File: src/rtl/ctrl_param_seq_pkg.sv
// Shared types and constants for the layer parameter sequencer: field map,
// FSM states, per-layer entry layout and count-to-terminal helpers.
package ctrl_param_seq_pkg;

    localparam int NB_LAYERS_D = 4;
    localparam int NB_LOOPS_D  = 5;
    localparam int CFG_W_D     = 16;

    localparam int CLOG2K = 4;
    localparam int CLOG2W = 5;
    localparam int CLOG2L = 4;

    localparam int FLD_KSI = 0;
    localparam int FLD_CKG = 1;
    localparam int FLD_L0  = 2;
    localparam int FLD_OPC = FLD_L0 + NB_LOOPS_D;

    typedef enum logic [2:0] {
        ST_IDLE,
        ST_LOAD,
        ST_PRESENT,
        ST_RUN,
        ST_DONE
    } state_t;

    // Field order matches {opcode, arv_KSI, arv_CKG, arv_L} on the top ports.
    typedef struct packed {
        logic                                 opc;
        logic [CLOG2K-1:0]                    ksi;
        logic [CLOG2W-1:0]                    ckg;
        logic [NB_LOOPS_D-1:0][CLOG2L-1:0]    l;
    } layer_cfg_t;

    // Raw count to terminal value, saturating at the all-ones of a w-bit field.
    function automatic logic [CFG_W_D-1:0] to_term(input logic [CFG_W_D-1:0] cnt, input int w);
        logic [CFG_W_D:0] lim;
        lim = (CFG_W_D+1)'(1) << w;
        if (cnt == '0)             return '0;
        else if ({1'b0, cnt} > lim) return CFG_W_D'(lim - 1'b1);
        else                        return cnt - 1'b1;
    endfunction

    function automatic logic cnt_err(input logic [CFG_W_D-1:0] cnt, input int w);
        logic [CFG_W_D:0] lim;
        lim = (CFG_W_D+1)'(1) << w;
        return (cnt == '0) || ({1'b0, cnt} > lim);
    endfunction

endpackage

File: src/rtl/ctrl_param_tbl.sv
// Per-layer configuration register file; converts raw counts to terminal
// values on write and flags bad writes (busy, bad field, out-of-range count).
module ctrl_param_tbl
    import ctrl_param_seq_pkg::*;
#(
    parameter int NB_LAYERS = NB_LAYERS_D,
    parameter int NB_LOOPS  = NB_LOOPS_D,
    parameter int CFG_W     = CFG_W_D,
    parameter int LID_W     = $clog2(NB_LAYERS),
    parameter int FLD_W     = $clog2(NB_LOOPS + 3)
) (
    input  logic             clk,
    input  logic             rst_n,
    input  logic             we,
    input  logic             idle,
    input  logic [LID_W-1:0] wr_layer,
    input  logic [FLD_W-1:0] wr_field,
    input  logic [CFG_W-1:0] wr_data,
    input  logic [LID_W-1:0] rd_layer,
    output layer_cfg_t       rd_cfg,
    output logic             wr_err
);

    localparam int LI_W = $clog2(NB_LOOPS);

    layer_cfg_t        tbl [NB_LAYERS];
    logic [31:0]       fidx;
    logic              fld_ok;
    logic              conv_err;
    logic              wr_ok;
    logic [LI_W-1:0]   l_idx;
    logic [CLOG2K-1:0] ksi_term;
    logic [CLOG2W-1:0] ckg_term;
    logic [CLOG2L-1:0] l_term;

    always_comb begin
        fidx     = 32'(wr_field);
        fld_ok   = (fidx <= FLD_OPC);
        l_idx    = LI_W'(fidx - FLD_L0);
        ksi_term = CLOG2K'(to_term(wr_data, CLOG2K));
        ckg_term = CLOG2W'(to_term(wr_data, CLOG2W));
        l_term   = CLOG2L'(to_term(wr_data, CLOG2L));
        if (fidx == FLD_KSI)      conv_err = cnt_err(wr_data, CLOG2K);
        else if (fidx == FLD_CKG) conv_err = cnt_err(wr_data, CLOG2W);
        else if (fidx == FLD_OPC) conv_err = 1'b0;
        else                      conv_err = cnt_err(wr_data, CLOG2L);
        // Saturated/zero counts are still stored; only busy or bad-field writes are dropped.
        wr_ok  = we && idle && fld_ok;
        wr_err = we && (!idle || !fld_ok || conv_err);
    end

    assign rd_cfg = tbl[rd_layer];

    always_ff @(posedge clk or negedge rst_n) begin
        if (!rst_n) begin
            for (int i = 0; i < NB_LAYERS; i++) tbl[i] <= '0;
        end else if (wr_ok) begin
            if (fidx == FLD_KSI)      tbl[wr_layer].ksi      <= ksi_term;
            else if (fidx == FLD_CKG) tbl[wr_layer].ckg      <= ckg_term;
            else if (fidx == FLD_OPC) tbl[wr_layer].opc      <= wr_data[0];
            else                      tbl[wr_layer].l[l_idx] <= l_term;
        end
    end

endmodule

File: src/rtl/ctrl_param_seq.sv
// Layer parameter sequencer: walks the config table and hands each layer's
// terminal values to the loop-nest controller. CTRL_PARAM_PREFETCH_EN adds a
// shadow entry so non-first layers skip the LOAD cycle.
module ctrl_param_seq
    import ctrl_param_seq_pkg::*;
#(
    parameter int NB_LAYERS = NB_LAYERS_D,
    parameter int NB_LOOPS  = NB_LOOPS_D,
    parameter int CFG_W     = CFG_W_D,
    parameter int LID_W     = $clog2(NB_LAYERS),
    parameter int FLD_W     = $clog2(NB_LOOPS + 3)
) (
    input  logic                             clk,
    input  logic                             rst_n,
    input  logic                             cfg_we,
    input  logic [LID_W-1:0]                 cfg_layer,
    input  logic [FLD_W-1:0]                 cfg_field,
    input  logic [CFG_W-1:0]                 cfg_wdata,
    input  logic [LID_W:0]                   nb_layers,
    input  logic                             start,
    input  logic                             abort,
    output logic                             busy,
    output logic                             param_valid,
    input  logic                             param_ready,
    input  logic                             layer_done,
    output logic                             all_done,
    output logic [LID_W-1:0]                 cur_layer,
    output logic                             opcode,
    output logic [CLOG2K-1:0]                arv_KSI,
    output logic [CLOG2W-1:0]                arv_CKG,
    output logic [NB_LOOPS-1:0][CLOG2L-1:0]  arv_L,
    output logic                             cfg_err
);

    localparam logic [LID_W:0] NB_MAX = (LID_W+1)'(NB_LAYERS);

    state_t           state;
    logic [LID_W:0]   nb_q;
    layer_cfg_t       rd_cfg;
    logic [LID_W-1:0] rd_layer;
    logic             tbl_err;
    logic             last;

`ifdef CTRL_PARAM_PREFETCH_EN
    layer_cfg_t shadow;
    // While a layer is in flight the single read port looks one layer ahead.
    assign rd_layer = (state == ST_PRESENT || state == ST_RUN) ? cur_layer + 1'b1 : cur_layer;
`else
    assign rd_layer = cur_layer;
`endif

    assign last = ({1'b0, cur_layer} == nb_q - 1'b1);

    ctrl_param_tbl #(
        .NB_LAYERS(NB_LAYERS), .NB_LOOPS(NB_LOOPS), .CFG_W(CFG_W),
        .LID_W(LID_W), .FLD_W(FLD_W)
    ) u_tbl (
        .clk     (clk),
        .rst_n   (rst_n),
        .we      (cfg_we),
        .idle    (state == ST_IDLE),
        .wr_layer(cfg_layer),
        .wr_field(cfg_field),
        .wr_data (cfg_wdata),
        .rd_layer(rd_layer),
        .rd_cfg  (rd_cfg),
        .wr_err  (tbl_err)
    );

    always_ff @(posedge clk or negedge rst_n) begin
        if (!rst_n) begin
            state       <= ST_IDLE;
            nb_q        <= '0;
            busy        <= 1'b0;
            param_valid <= 1'b0;
            all_done    <= 1'b0;
            cur_layer   <= '0;
            {opcode, arv_KSI, arv_CKG, arv_L} <= '0;
            cfg_err     <= 1'b0;
`ifdef CTRL_PARAM_PREFETCH_EN
            shadow      <= '0;
`endif
        end else begin
            if (tbl_err) cfg_err <= 1'b1;
`ifdef CTRL_PARAM_PREFETCH_EN
            if (state == ST_PRESENT || state == ST_RUN) shadow <= rd_cfg;
`endif
            if (abort && state != ST_IDLE) begin
                state       <= ST_IDLE;
                busy        <= 1'b0;
                param_valid <= 1'b0;
                all_done    <= 1'b0;
            end else begin
                case (state)
                    ST_IDLE: if (start) begin
                        busy      <= 1'b1;
                        cur_layer <= '0;
                        if (nb_layers == '0) begin
                            all_done <= 1'b1;
                            state    <= ST_DONE;
                        end else begin
                            nb_q  <= (nb_layers > NB_MAX) ? NB_MAX : nb_layers;
                            state <= ST_LOAD;
                            if (nb_layers > NB_MAX) cfg_err <= 1'b1;
                        end
                    end
                    ST_LOAD: begin
                        {opcode, arv_KSI, arv_CKG, arv_L} <= rd_cfg;
                        param_valid <= 1'b1;
                        state       <= ST_PRESENT;
                    end
                    ST_PRESENT: if (param_ready) begin
                        param_valid <= 1'b0;
                        state       <= ST_RUN;
                    end
                    ST_RUN: if (layer_done) begin
                        if (last) begin
                            all_done <= 1'b1;
                            state    <= ST_DONE;
                        end else begin
                            cur_layer <= cur_layer + 1'b1;
`ifdef CTRL_PARAM_PREFETCH_EN
                            {opcode, arv_KSI, arv_CKG, arv_L} <= shadow;
                            param_valid <= 1'b1;
                            state       <= ST_PRESENT;
`else
                            state       <= ST_LOAD;
`endif
                        end
                    end
                    ST_DONE: begin
                        all_done <= 1'b0;
                        busy     <= 1'b0;
                        state    <= ST_IDLE;
                    end
                    default: state <= ST_IDLE;
                endcase
            end
        end
    end

endmodule

File: config.mk
export PLATFORM = sky130hd
export DESIGN_NAME = ctrl_param_seq
export DESIGN_NICKNAME = d
export VERILOG_FILES = /design/src/rtl/ctrl_param_seq_pkg.sv /design/src/rtl/ctrl_param_tbl.sv /design/src/rtl/ctrl_param_seq.sv
export SDC_FILE = /design/constraint.sdc
export NUM_CORES = 1
export LEC_CHECK = 0
export ABC_AREA = 1
export CELL_PAD_IN_SITES_DETAIL_PLACEMENT = 1
export CELL_PAD_IN_SITES_GLOBAL_PLACEMENT = 1
export CORE_AREA = 2 2 135 137
export CTS_CLUSTER_SIZE = 12
export DETAILED_ROUTE_END_ITERATION = 7
export DIE_AREA = 0 0 137 139
export PLACE_DENSITY = 0.83
export SYNTH_ARGS = -nofsm -noshare
export SYNTH_HDL_FRONTEND = slang
export SYNTH_HIERARCHICAL = 1
export SYNTH_SLANG_ARGS = --single-unit
File: constraint.sdc
create_clock -name clk -period 2.33 [get_ports clk]
set_clock_uncertainty 0.05 [all_clocks]
set_input_delay 0.466 -clock clk [delete_from_list [all_inputs] [get_ports clk]]
set_output_delay 0.466 -clock clk [all_outputs]
set_load 0.005 [all_outputs]
==> results of run 1 <==
[where the power goes]
group | switching (mW) | total (mW) | internal [mW]
Clock | 1.19 | 2.94 | 1.75
Combinational | 1.89 | 3.76 | 1.87
Sequential | 0.816 | 4.99 | 4.17
[cell type report]
cell class | instances | area share (%)
multi-input cells | 596 | 33.6
flip-flops and latches | 162 | 43.5
well taps | 229 | 3.08
clock buffers | 20 | 4.90
clock inverters | 12 | 1.65
inverters | 54 | 2.18
repair buffers | 103 | 11.1
[cell usage in the layout (no fill, tap or decap), types with 2 or more instances in the layout]
cell / instances
a31oi_1: 3
clkbuf_8: 2
nand2_2: 4
nand3_1: 13
nor2_4: 2
nor3_4: 3
clkinv_2: 4
inv_6: 3
nand2_4: 2
inv_1: 49
nor2_1: 98
bufinv_16: 3
mux2_4: 30
a21oi_1: 22
xnor2_1: 4
nor4_4: 3
o22ai_1: 26
clkinv_4: 2
dfrtp_1: 161
buf_12: 7
ha_1: 2
clkbuf_16: 17
nor3_1: 2
nor2_2: 2
buf_4: 29
nand3_2: 2
o21ai_1: 5
clkdlybuf4s50_1: 65
inv_2: 4
o21ai_0: 171
nand2_1: 196
[flip-flops by register name, summed over array words and instances (netlist names)]
| register | cells |
|---|---|
| arv_CKG | 5 |
| state | 3 |
| all_done | 1 |
| param_valid | 1 |
| cur_layer | 2 |
| arv_KSI | 4 |
| cfg_err | 1 |
| nb_q | 3 |
| busy | 1 |
| arv_L | 20 |
| opcode | 1 |
| u_tbl/tbl | 120 |
[cells by family after synthesis]
family	after synthesis	synth area share [%]
adders and majority gates	2	0.331
muxes	31	6.09
AOI/OAI and AO/OA	229	15.7
DFF	162	53.7
and+or+nand+nor	330	18.8
buffers and inverters	83	4.92
xor gates and xnor gates	4	0.464
[metrics by stage]
| stage | setup WS, ns | cells | utilization [%] | cell area, sq um |
|---|---|---|---|---|
| finish | 0.265 | 1176 | 52.8 | 9320 |
| global route | 0.101 | 1176 | 52.8 | 9320 |
| CTS | 0.250 | 1176 | 52.8 | 9320 |
| detailed placement | 0.0317 | 1143 | 49.2 | 8690 |
| global placement | 0.103 | 1143 | 49.2 | 8690 |
| floorplan | 0.539 | 841 | - | 7560 |
[how the worst max path moves through the flow]
stage | startpoint | end | slack, ns | cells past startpoint
floorplan | state[1] | u_tbl/tbl[110] | 0.54 | 6
global placement | cfg_field[0] | cfg_err | 0.10 | 9
detailed placement | cfg_wdata[0] | u_tbl/tbl[13] | 0.03 | 11
CTS | state[1] | u_tbl/tbl[91] | 0.25 | 8
global route | state[1] | u_tbl/tbl[102] | 0.10 | 8
finish | state[1] | u_tbl/tbl[91] | 0.27 | 8
[critical path: cells and delay by family, from the launching register on]
family / cells / cell delay [ns]
flip-flops: 1 / 0.44
AO/OA/AOI/OAI: 1 / 0.32
buffers and inverters: 2 / 0.33
AND/OR/NAND/NOR: 5 / 0.81
[layer usage]
metal	up-vias	global-route usage, %
met2	141	39.9
met4	0	8.95
met1	3248	31.1
li1	2984	-
met5	-	0
met3	47	5.15
==> impl_metrics.env, run 1 <==
export IMPL_startpoint_type="flip-flop"
export IMPL_crit_slowest_cell="dfrtp_1"
export IMPL_ctsRootBufferMaster="clkbuf_16"
export IMPL_antenna_found_initial=0
export IMPL_critPathMaxFanout=8
export IMPL_arrival_ns=2.34
export IMPL_reg2reg_depth=8
export IMPL_synth_top_area_share_pct=53.7
export IMPL_grt_pass1_wl_microns=36100
export IMPL_power_density_nw_per_um2=1250
export IMPL_hold_slack_ns=0.426
export IMPL_synth_area_leaders="dfrtp_1 (54%), o21ai_0 (11%), nand2_1 (9.7%), mux2_4 (6.0%), nor2_1 (4.9%)"
export IMPL_cts_setup_buffers=0
export IMPL_fin_setup_tns_ns=0
export IMPL_tightest_slew_ns=0.415
export IMPL_syn_inst=841
export IMPL_critical_path_class="reg -> reg"
export IMPL_crit_chain="nor2_4 -> nand2_4 -> inv_2 -> nand2_2 -> nor3_2 -> buf_4 -> nand2_1 -> o21ai_0"
export IMPL_cts_buffers=17
export IMPL_wirelength_microns=21500
export IMPL_portBuffers=66
export IMPL_rows=49
export IMPL_status="finished clean"
export IMPL_clkLatencyLatePin_ns=0.44
export IMPL_route_detailed_drc=0
export IMPL_p_leak_nw=4.44
export IMPL_wl_met1_microns=9510
export IMPL_drv_cap=0
export IMPL_grt_overflow_total=0
export IMPL_syn_cell_area_sq_um=7560
export IMPL_ys_warnings_count=6
export IMPL_ys_seq_elements=162
export IMPL_r2r_setup_slack_ns=0.27
export IMPL_worstSetupEndpointType="flip-flop"
export IMPL_r2r_start="state[1]"
export IMPL_timing_rr_end="u_tbl/tbl[91]"
export IMPL_dr_first_iter_drc_count=325
export IMPL_die_y_microns=139
export IMPL_synth_commonest_cells="nand2_1 (196), o21ai_0 (171), dfrtp_1 (162), nor2_1 (98), inv_1 (49)"
export IMPL_synth_nets=874
export IMPL_vdd_drop_max_uv=611
export IMPL_finalSetupViolCount=0
export IMPL_hp_start="all_done"
export IMPL_ctsResizeCount=0
export IMPL_drtPass1Iterations=4
export IMPL_yosysMostFrequentCell="nand2_1"
export IMPL_finalHoldViolCount=0
export IMPL_n_antenna_cell=0
export IMPL_top_layer_used="met4"
export IMPL_syn2layout_area_growth_pct=23.3
export IMPL_yosysSeqAreaShare_pct=53.7
export IMPL_holdPathStages=2
export IMPL_clk_pin_slew_worst_paths_ns=0.07
export IMPL_async_flop_share_pct=100
export IMPL_floorplan_io_pins=67
export IMPL_cp_required_ns=2.60
export IMPL_ys_types=33
export IMPL_cts_sink_count=162
export IMPL_grt_usage_pct=24.2
export IMPL_grt_pass1_vias=7088
export IMPL_hpwl_microns=13300
export IMPL_fill_cells=2053
export IMPL_cts_buffer_depth=2
export IMPL_num_vias=6420
export IMPL_yosys_most_used_dff="dfrtp_1"
export IMPL_grt_max_degree=56
export IMPL_min_to="all_done"
export IMPL_cts_htree_levels=4
export IMPL_cpPeakStageDelay_ns=0.44
export IMPL_gp_congestion=0.829
export IMPL_core_area_sq_um=17700
export IMPL_detail_route_wl_per_cell_microns=18.3
export IMPL_synth_area_per_cell_sq_um=8.98
export IMPL_synth_edff_count=0
export IMPL_post_route_min_period_ns=2.06
export IMPL_initial_core_util_pct=42.8
export IMPL_multi_input_area_sq_um=3130
export IMPL_dieArea_sq_um=19000
export IMPL_min_delay_path_class="reg -> reg"
export IMPL_via_per_inst=5.46
export IMPL_drive_above_1_share_pct=13.0
export IMPL_fp_dieW_microns=137
export IMPL_yosysTopAreaCell="dfrtp_1"
export IMPL_total_power_mw=11.7
export IMPL_regArea_sq_um=4060
export IMPL_rsz0062_at_grt="no"
export IMPL_postRouteAntennaNets=0
export IMPL_nets=967
export IMPL_met2_wirelength_microns=10700
export IMPL_maxSlewHeadroom_pct=72.3
export IMPL_dr_wl_met3_microns=747
export IMPL_cts_hold_buf=1
export IMPL_cts_tree="yes"
export IMPL_drv_slew=0
export IMPL_fmax_mhz=484
export IMPL_finalCritPeriodShare_pct=88.6
Note: power is estimated with default switching activity, not from simulation.
==> run 2, diff against run 1 <==
==> constraint.sdc (replaced) <==
create_clock -name clk -period 2.2 [get_ports clk]
set_clock_uncertainty 0.05 [all_clocks]
set_input_delay 0.44 -clock clk [delete_from_list [all_inputs] [get_ports clk]]
set_output_delay 0.44 -clock clk [all_outputs]
set_load 0.005 [all_outputs]
==> impl_metrics.env, run 2 (synthesis results as in run 1) <==
export IMPL_finalSetupViolCount=0
export IMPL_route_detailed_drc=0
export IMPL_grt_pass1_vias=7262
export IMPL_drtPass1Iterations=6
export IMPL_fmax_mhz=494
export IMPL_p_leak_nw=4.58
export IMPL_portBuffers=66
export IMPL_top_layer_used="met4"
export IMPL_cts_htree_levels=4
export IMPL_core_area_sq_um=17700
export IMPL_hpwl_microns=14500
export IMPL_crit_buf_inv=1
export IMPL_met2_wirelength_microns=11100
export IMPL_clkLatencyLatePin_ns=0.43
export IMPL_floorplan_io_pins=67
export IMPL_cts_tree="yes"
export IMPL_reg2reg_depth=9
export IMPL_post_route_min_period_ns=2.02
export IMPL_grt_overflow_total=0
export IMPL_wl_met1_microns=9740
export IMPL_fill_cells=2063
export IMPL_gp_congestion=0.816
export IMPL_cts_buffers=17
export IMPL_r2r_setup_slack_ns=0.20
export IMPL_min_delay_path_class="reg -> reg"
export IMPL_final_common_cell="nand2_1"
export IMPL_nets=999
export IMPL_num_vias=6632
export IMPL_critPathMaxFanout=8
export IMPL_status="finished clean"
export IMPL_ctsResizeCount=0
export IMPL_largest_register="u_tbl/tbl"
export IMPL_finalHoldViolCount=0
export IMPL_maxSlewHeadroom_pct=70.1
export IMPL_grt_usage_pct=24.8
export IMPL_holdPathStages=2
export IMPL_dr_wl_met3_microns=928
export IMPL_critical_path_class="reg -> out"
export IMPL_rsz0062_at_grt="no"
export IMPL_fp_dieW_microns=137
export IMPL_cp_required_ns=1.71
export IMPL_grt_max_degree=47
export IMPL_startpoint_type="flip-flop"
export IMPL_worstSetupEndpointType="output port"
export IMPL_ctsRootBufferMaster="clkbuf_16"
export IMPL_dieArea_sq_um=19000
export IMPL_crit_slowest_cell="clkdlybuf4s50_1"
export IMPL_arrival_ns=1.53
export IMPL_postRouteAntennaNets=0
export IMPL_cts_hold_buf=1
export IMPL_finalCritPeriodShare_pct=92.0
export IMPL_power_density_nw_per_um2=1300
export IMPL_crit_chain="clkdlybuf4s50_1"
export IMPL_syn2layout_area_growth_pct=26.9
export IMPL_cts_sink_count=162
export IMPL_n_antenna_cell=0
export IMPL_grt_pass1_wl_microns=37200
export IMPL_largest_register_ff_count=120
export IMPL_clk_pin_slew_worst_paths_ns=0.07
export IMPL_cts_setup_buffers=0
export IMPL_drv_slew=0
export IMPL_tightest_slew_ns=0.448
export IMPL_rows=49
export IMPL_cp_depth=1
export IMPL_die_y_microns=139
export IMPL_fin_setup_tns_ns=0
export IMPL_cp_top_family="buffers and inverters"
export IMPL_post_place_ws_ns=-0.142
export IMPL_vdd_drop_max_uv=627
export IMPL_initial_core_util_pct=42.8
export IMPL_layout_common_cells="nand2_1 (196), o21ai_0 (171), dfrtp_1 (161), nor2_1 (98), clkdlybuf4s50_1 (65)"
export IMPL_via_per_inst=5.49
export IMPL_dr_first_iter_drc_count=310
export IMPL_wirelength_microns=22300
export IMPL_cts_buffer_depth=2
export IMPL_drive_above_1_share_pct=15.9
export IMPL_drv_cap=0
export IMPL_antenna_found_initial=0
export IMPL_cpPeakStageDelay_ns=0.57
export IMPL_worst_slack_ns=0.177
export IMPL_detail_route_wl_per_cell_microns=18.5
[run 2: changes by cell type in the layout (fill, tap and decap cells not counted), sizes merged]
cell	delta
clkbuf	-1
clkinvlp	+2
bufinv	-1
inv	-1
buf	+32
clkinv	+1
[run 2: cell type report]
type                            instances  area (sq um)  share of cell area [%]
Inverter                               54           203                    2.11
Clock inverter                         13           153                    1.59
Timing Repair Buffer                  135          1310                    13.6
Sequential cell                       162          4060                    42.3
Tap cell                              229           287                    2.99
Multi-Input combinational cell        596          3130                    32.7
Clock buffer                           19           453                    4.72
[run 2: report_power, final]
group | internal (mW) | switching, mW
combinational | 2.03 | 2.08
sequential | 4.42 | 0.867
clock | 1.75 | 1.27
[run 2: final timing paths]
path | start | end
setup reg to reg | state[1] | u_tbl/tbl[115]
hold / removal | all_done | all_done
setup / recovery | cur_layer[1] | cur_layer[1]
max in group asynchronous | rst_n | cur_layer[0]
min in group asynchronous | rst_n | u_tbl/tbl[14]
hold reg to reg | all_done | all_done
[run 2: stage by stage]
stage	cells	util [%]	hold slack, ns	power (mW)	instance area [sq um]
floorplan	841	-	0.0944	7.63	7560
global placement	1175	50.8	0.356	9.01	8970
detailed placement	1175	50.8	0.357	9.33	8970
CTS	1208	54.3	0.434	12.5	9590
global route	1208	54.3	0.457	13.3	9590
finish	1208	54.3	0.432	12.4	9590
[run 2: per-layer routing]
metal | GRT usage (%) | up-vias
met5 | 0 | -
met4 | 8.68 | 0
met3 | 4.68 | 48
met2 | 41.6 | 172
met1 | 32.0 | 3368
li1 | - | 3044
==> run 3, diff against run 2 <==
--- a/config.mk
+++ b/config.mk
@@ -6,12 +6,14 @@
 export NUM_CORES = 1
 export LEC_CHECK = 0
 export ABC_AREA = 1
+export CAP_MARGIN = 40
 export CELL_PAD_IN_SITES_DETAIL_PLACEMENT = 1
 export CELL_PAD_IN_SITES_GLOBAL_PLACEMENT = 1
-export CORE_AREA = 2 2 135 137
+export CORE_AREA = 2 2 128 130
 export CTS_CLUSTER_SIZE = 12
 export DETAILED_ROUTE_END_ITERATION = 7
-export DIE_AREA = 0 0 137 139
+export DIE_AREA = 0 0 130 132
+export DONT_BUFFER_PORTS = 1
 export PLACE_DENSITY = 0.83
 export SYNTH_ARGS = -nofsm -noshare
 export SYNTH_HDL_FRONTEND = slang
==> impl_metrics.env, run 3 (synthesis results as in run 1) <==
export IMPL_finalCritPeriodShare_pct=94.2
export IMPL_clk_pin_slew_worst_paths_ns=0.07
export IMPL_cts_tree="yes"
export IMPL_gp_congestion=0.851
export IMPL_num_vias=6253
export IMPL_nets=888
export IMPL_r2r_setup_slack_ns=0.13
export IMPL_grt_pass1_wl_microns=35100
export IMPL_crit_path_frequent_cell="buf_4"
export IMPL_combinationalPowerShare_pct=27.9
export IMPL_min_delay_path_class="in -> async"
export IMPL_core_area_sq_um=15700
export IMPL_p_leak_nw=4.16
export IMPL_die_y_microns=132
export IMPL_drv_slew=0
export IMPL_hold_slack_ns=-0.342
export IMPL_arrival_ns=2.35
export IMPL_wirelength_microns=21800
export IMPL_critPathMaxFanout=6
export IMPL_rows=46
export IMPL_grt_pass1_vias=6857
export IMPL_layout_common_cells="nand2_1 (193), o21ai_0 (171), dfrtp_1 (161), nor2_1 (98), inv_1 (49)"
export IMPL_grt_max_degree=163
export IMPL_tightest_slew_ns=0.608
export IMPL_dr_first_iter_drc_count=398
export IMPL_via_per_inst=5.77
export IMPL_dieArea_sq_um=17200
export IMPL_initial_core_util_pct=48.1
export IMPL_power_density_nw_per_um2=1410
export IMPL_cts_buffers=17
export IMPL_grt_overflow_total=0
export IMPL_switchingPower_mw=4.10
export IMPL_worstSetupEndpointType="flip-flop"
export IMPL_timing_rr_end="u_tbl/tbl[82]"
export IMPL_detail_route_wl_per_cell_microns=20.1
export IMPL_vdd_drop_max_uv=710
export IMPL_p_int_mw=8.09
export IMPL_clkLatencyLatePin_ns=0.44
export IMPL_antenna_found_initial=0
export IMPL_dp_cells=1045
export IMPL_cts_buffer_depth=2
export IMPL_fp_dieW_microns=130
export IMPL_stdcell_count=1084
export IMPL_finalHoldViolCount=162
export IMPL_crit_slowest_cell="dfrtp_1"
export IMPL_crit_chain="nor2_4 -> nand2_4 -> inv_2 -> nand2_2 -> buf_4 -> nor4_4 -> buf_4 -> nand2_1 -> o21ai_0"
export IMPL_postRouteAntennaNets=0
export IMPL_total_power_mw=12.2
export IMPL_startpoint_type="flip-flop"
export IMPL_n_antenna_cell=0
export IMPL_ctsRootBufferMaster="clkbuf_16"
export IMPL_cpPeakStageDelay_ns=0.44
export IMPL_largest_register="u_tbl/tbl"
export IMPL_grt_usage_pct=26.4
export IMPL_reg2reg_depth=9
export IMPL_floorplan_io_pins=67
export IMPL_switching_share_pct=33.6
export IMPL_largest_register_ff_count=120
export IMPL_critical_path_class="reg -> reg"
export IMPL_drive_above_1_share_pct=13.1
export IMPL_violations="negative hold slack"
export IMPL_syn2layout_area_growth_pct=14.0
export IMPL_cts_htree_levels=4
export IMPL_cts_sink_count=162
export IMPL_final_common_cell="nand2_1"
export IMPL_clockPowerShare_pct=27.9
export IMPL_maxSlewHeadroom_pct=59.2
export IMPL_status="complete, but fails checks"
export IMPL_r2r_start="state[1]"
export IMPL_hpwl_microns=13400
export IMPL_finalSetupViolCount=0
export IMPL_cp_required_ns=2.48
export IMPL_portBuffers=0
export IMPL_post_route_min_period_ns=2.07
export IMPL_fmax_mhz=482
export IMPL_drv_cap=0
export IMPL_route_detailed_drc=0
export IMPL_seqPwrFrac_pct=44.1
export IMPL_startpoint="state[1]"
export IMPL_drtPass1Iterations=5
[run 3: layer usage]
layer  GRT usage (%)  vias up  share of wire [%]
li1                -     2820                  -
met1            32.7     3208                 43
met2            44.3      182                 50
met3            5.68       43                4.9
met4            11.4        0                2.5
met5               0        -                  0
[run 3: area by class of cell]
class                   instances  area (sq um)
clock buffers                  23           508
clock inverters                 9           173
fillers                      1809          7100
inverters                      54           203
multi-input cells             596          3140
flip-flops and latches        162          4060
well taps                     216           270
repair buffers                 24           268
[run 3: power by group through the flow]
stage	sequential, mW	combinational, mW	clock, mW
final	5.38	3.40	3.41
after global routing	5.53	3.81	3.57
after CTS	5.37	3.39	3.43
after detailed placement	5.37	3.26	0
after global placement	5.27	3.00	0
after floorplan	5.06	2.57	0
[run 3: worst max-delay path by stage]
stage | slack, ns | to | cells after the start
floorplan | 0.41 | u_tbl/tbl[110] | 6
global placement | 0.15 | u_tbl/tbl[18] | 8
detailed placement | 0.03 | u_tbl/tbl[6] | 8
CTS | 0.06 | u_tbl/tbl[78] | 7
global route | -0.03 | u_tbl/tbl[24] | 7
finish | 0.13 | u_tbl/tbl[82] | 9
[run 3: repair_timing]
action                                 in CTS  in global routing
buffers inserted                            1                  6
gates resized for setup                     0                  3
pin swaps                                   1                  4
endpoints found under the hold margin     162                162
setup endpoints to repair                   1                 23
[run 3: worst max-delay path: cells and delay by family, from the launching register on]
kind	cells	cell delay, ns
and+or+nand+nor	5	0.82
buffers and inverters	3	0.53
DFF	1	0.44
AOI/OAI and AO/OA	1	0.13
[run 3: through the flow]
step / setup slack (ns) / area, sq um / util (%) / setup TNS [ns]
floorplan: 0.409 / 7560 / - / 0
global placement: 0.150 / 7850 / 50.0 / 0
detailed placement: 0.0271 / 7850 / 50.0 / 0
CTS: 0.0568 / 8550 / 54.4 / 0
global route: -0.0272 / 8610 / 54.8 / -0.0874
finish: 0.127 / 8610 / 54.8 / 0
==> patch, RTL diff (flow settings as in run 3) <==
Build with the macro `CTRL_PARAM_PREFETCH_EN` defined.
--- a/src/rtl/ctrl_param_seq.sv
+++ b/src/rtl/ctrl_param_seq.sv
@@ -1,6 +1,8 @@
 // Layer parameter sequencer: walks the config table and hands each layer's
 // terminal values to the loop-nest controller. CTRL_PARAM_PREFETCH_EN adds a
 // shadow entry so non-first layers skip the LOAD cycle.
+`define CTRL_PARAM_PREFETCH_EN
+
 module ctrl_param_seq
     import ctrl_param_seq_pkg::*;
 #(
Behaviour: same outputs for any inputs over 4 cycles, from zero or initial values and one cycle with rst_n low; that may be too few to reach the edited logic, so the function may still have changed.
==> patch against run 3 <==
  * The run now fails in global routing (5_1_grt)
  * Area after synthesis is 20% higher
  * Synthesized cell count is 37% higher
==> patch: results (changes against run 3) <==
| Metric | Value |
|---|---|
| Status | `aborted with a tool error` |
| Fail Step | `global routing (5_1_grt)` |
| Halt Reason | `[ERROR GRT-0232] Routing congestion too high. Check the congestion heatmap in the GUI.` |
| Syn. warnings | `6 (unchanged)` |
| Pin count of the biggest net entering global routing | `193` |
| Worst slack, placed | `-0.281 ns (-0.308 ns)` |
| Kind of the worst endpoint | `sequential cell input` |
| GRT Util Overall | `90.2%` |
| H-tree depth | `4 (unchanged)` |
| CTS buffer count | `17 (unchanged)` |
| Grt total ovfl | `approximately 450` |
| Synth area leaders | `dfrtp_1 (53%), nand2_1 (14%), o21ai_0 (12%), nor2_1 (4.6%), inv_1 (3.9%)` |
| Clock Tree Buf Depth | `2 (unchanged)` |
| Post-synthesis cell type count | `31 (-6.1%)` |
| IO Port Bufs | `0 (unchanged)` |
| Mapped Nets | `1181 (+35%)` |
| GR repair worst EP | `arv_L[18]$_DFFE_PN0P_/D` |
| Initial antenna violation count | `7` |
| Register area share after synthesis | `52.8% (-0.85 points)` |
| Async set or reset register ratio after synthesis | `100% (unchanged)` |
| RePlAce Congestion | `0.801 (-5.8%)` |
| Synthesis-stage register bit count | `192 (+19%)` |
| Root buffer cell | `clkbuf_16` |
| Final HPWL DP | `19100 um (+43%)` |
| Commonest cells post-synth | `nand2_1 (330), o21ai_0 (219), dfrtp_1 (192)` |
[patch: cell types whose count changed after synthesis, moves of 16 or more]
cell / before / now
a21oi_1: 22 / 6
dfrtp_1: 162 / 192
inv_1: 49 / 94
mux2_4: 30 / 0
nand2_1: 196 / 330
nand3_1: 13 / 38
nand4_1: 1 / 32
o21ai_0: 171 / 219
[patch: per-layer routing]
metal  global-route usage, %  overflow
met4                    95.2       161
met2                     103       280
met5                    28.2         0
met3                    78.7         2
met1                    89.5         2
[patch: through the flow]
| stage | cells | hold WS [ns] | util, % | setup TNS, ns | instance area, um^2 |
|---|---|---|---|---|---|
| 3_5_place_dp | 1376 | 0.0981 | 62.2 | -4.43 | 9770 |
| 4_1_cts | 1432 | -0.372 | 71.0 | -1.11 | 11200 |
| 2_1_floorplan | 1148 | 0.0944 | - | 0 | 9120 |
| 3_3_place_gp | 1376 | 0.0981 | 62.2 | -0.294 | 9770 |
[patch: kinds of logic after synthesis]
kind of cell,Yosys count,share of synthesized area [%]
AND/OR/NAND/NOR,535,24.6
AO/OA/AOI/OAI,263,14.9
flip-flops,192,52.8
buffers and inverters,151,6.88
XOR/XNOR,5,0.481
adder cells (fa/ha/maj),2,0.275
[patch: what timing repair did]
item | 4_1_cts
gates cloned | 6
gates resized for setup | 182
buffers inserted | 21
hold endpoints to repair | 192
endpoints found under the setup margin | 146
pin swaps | 58
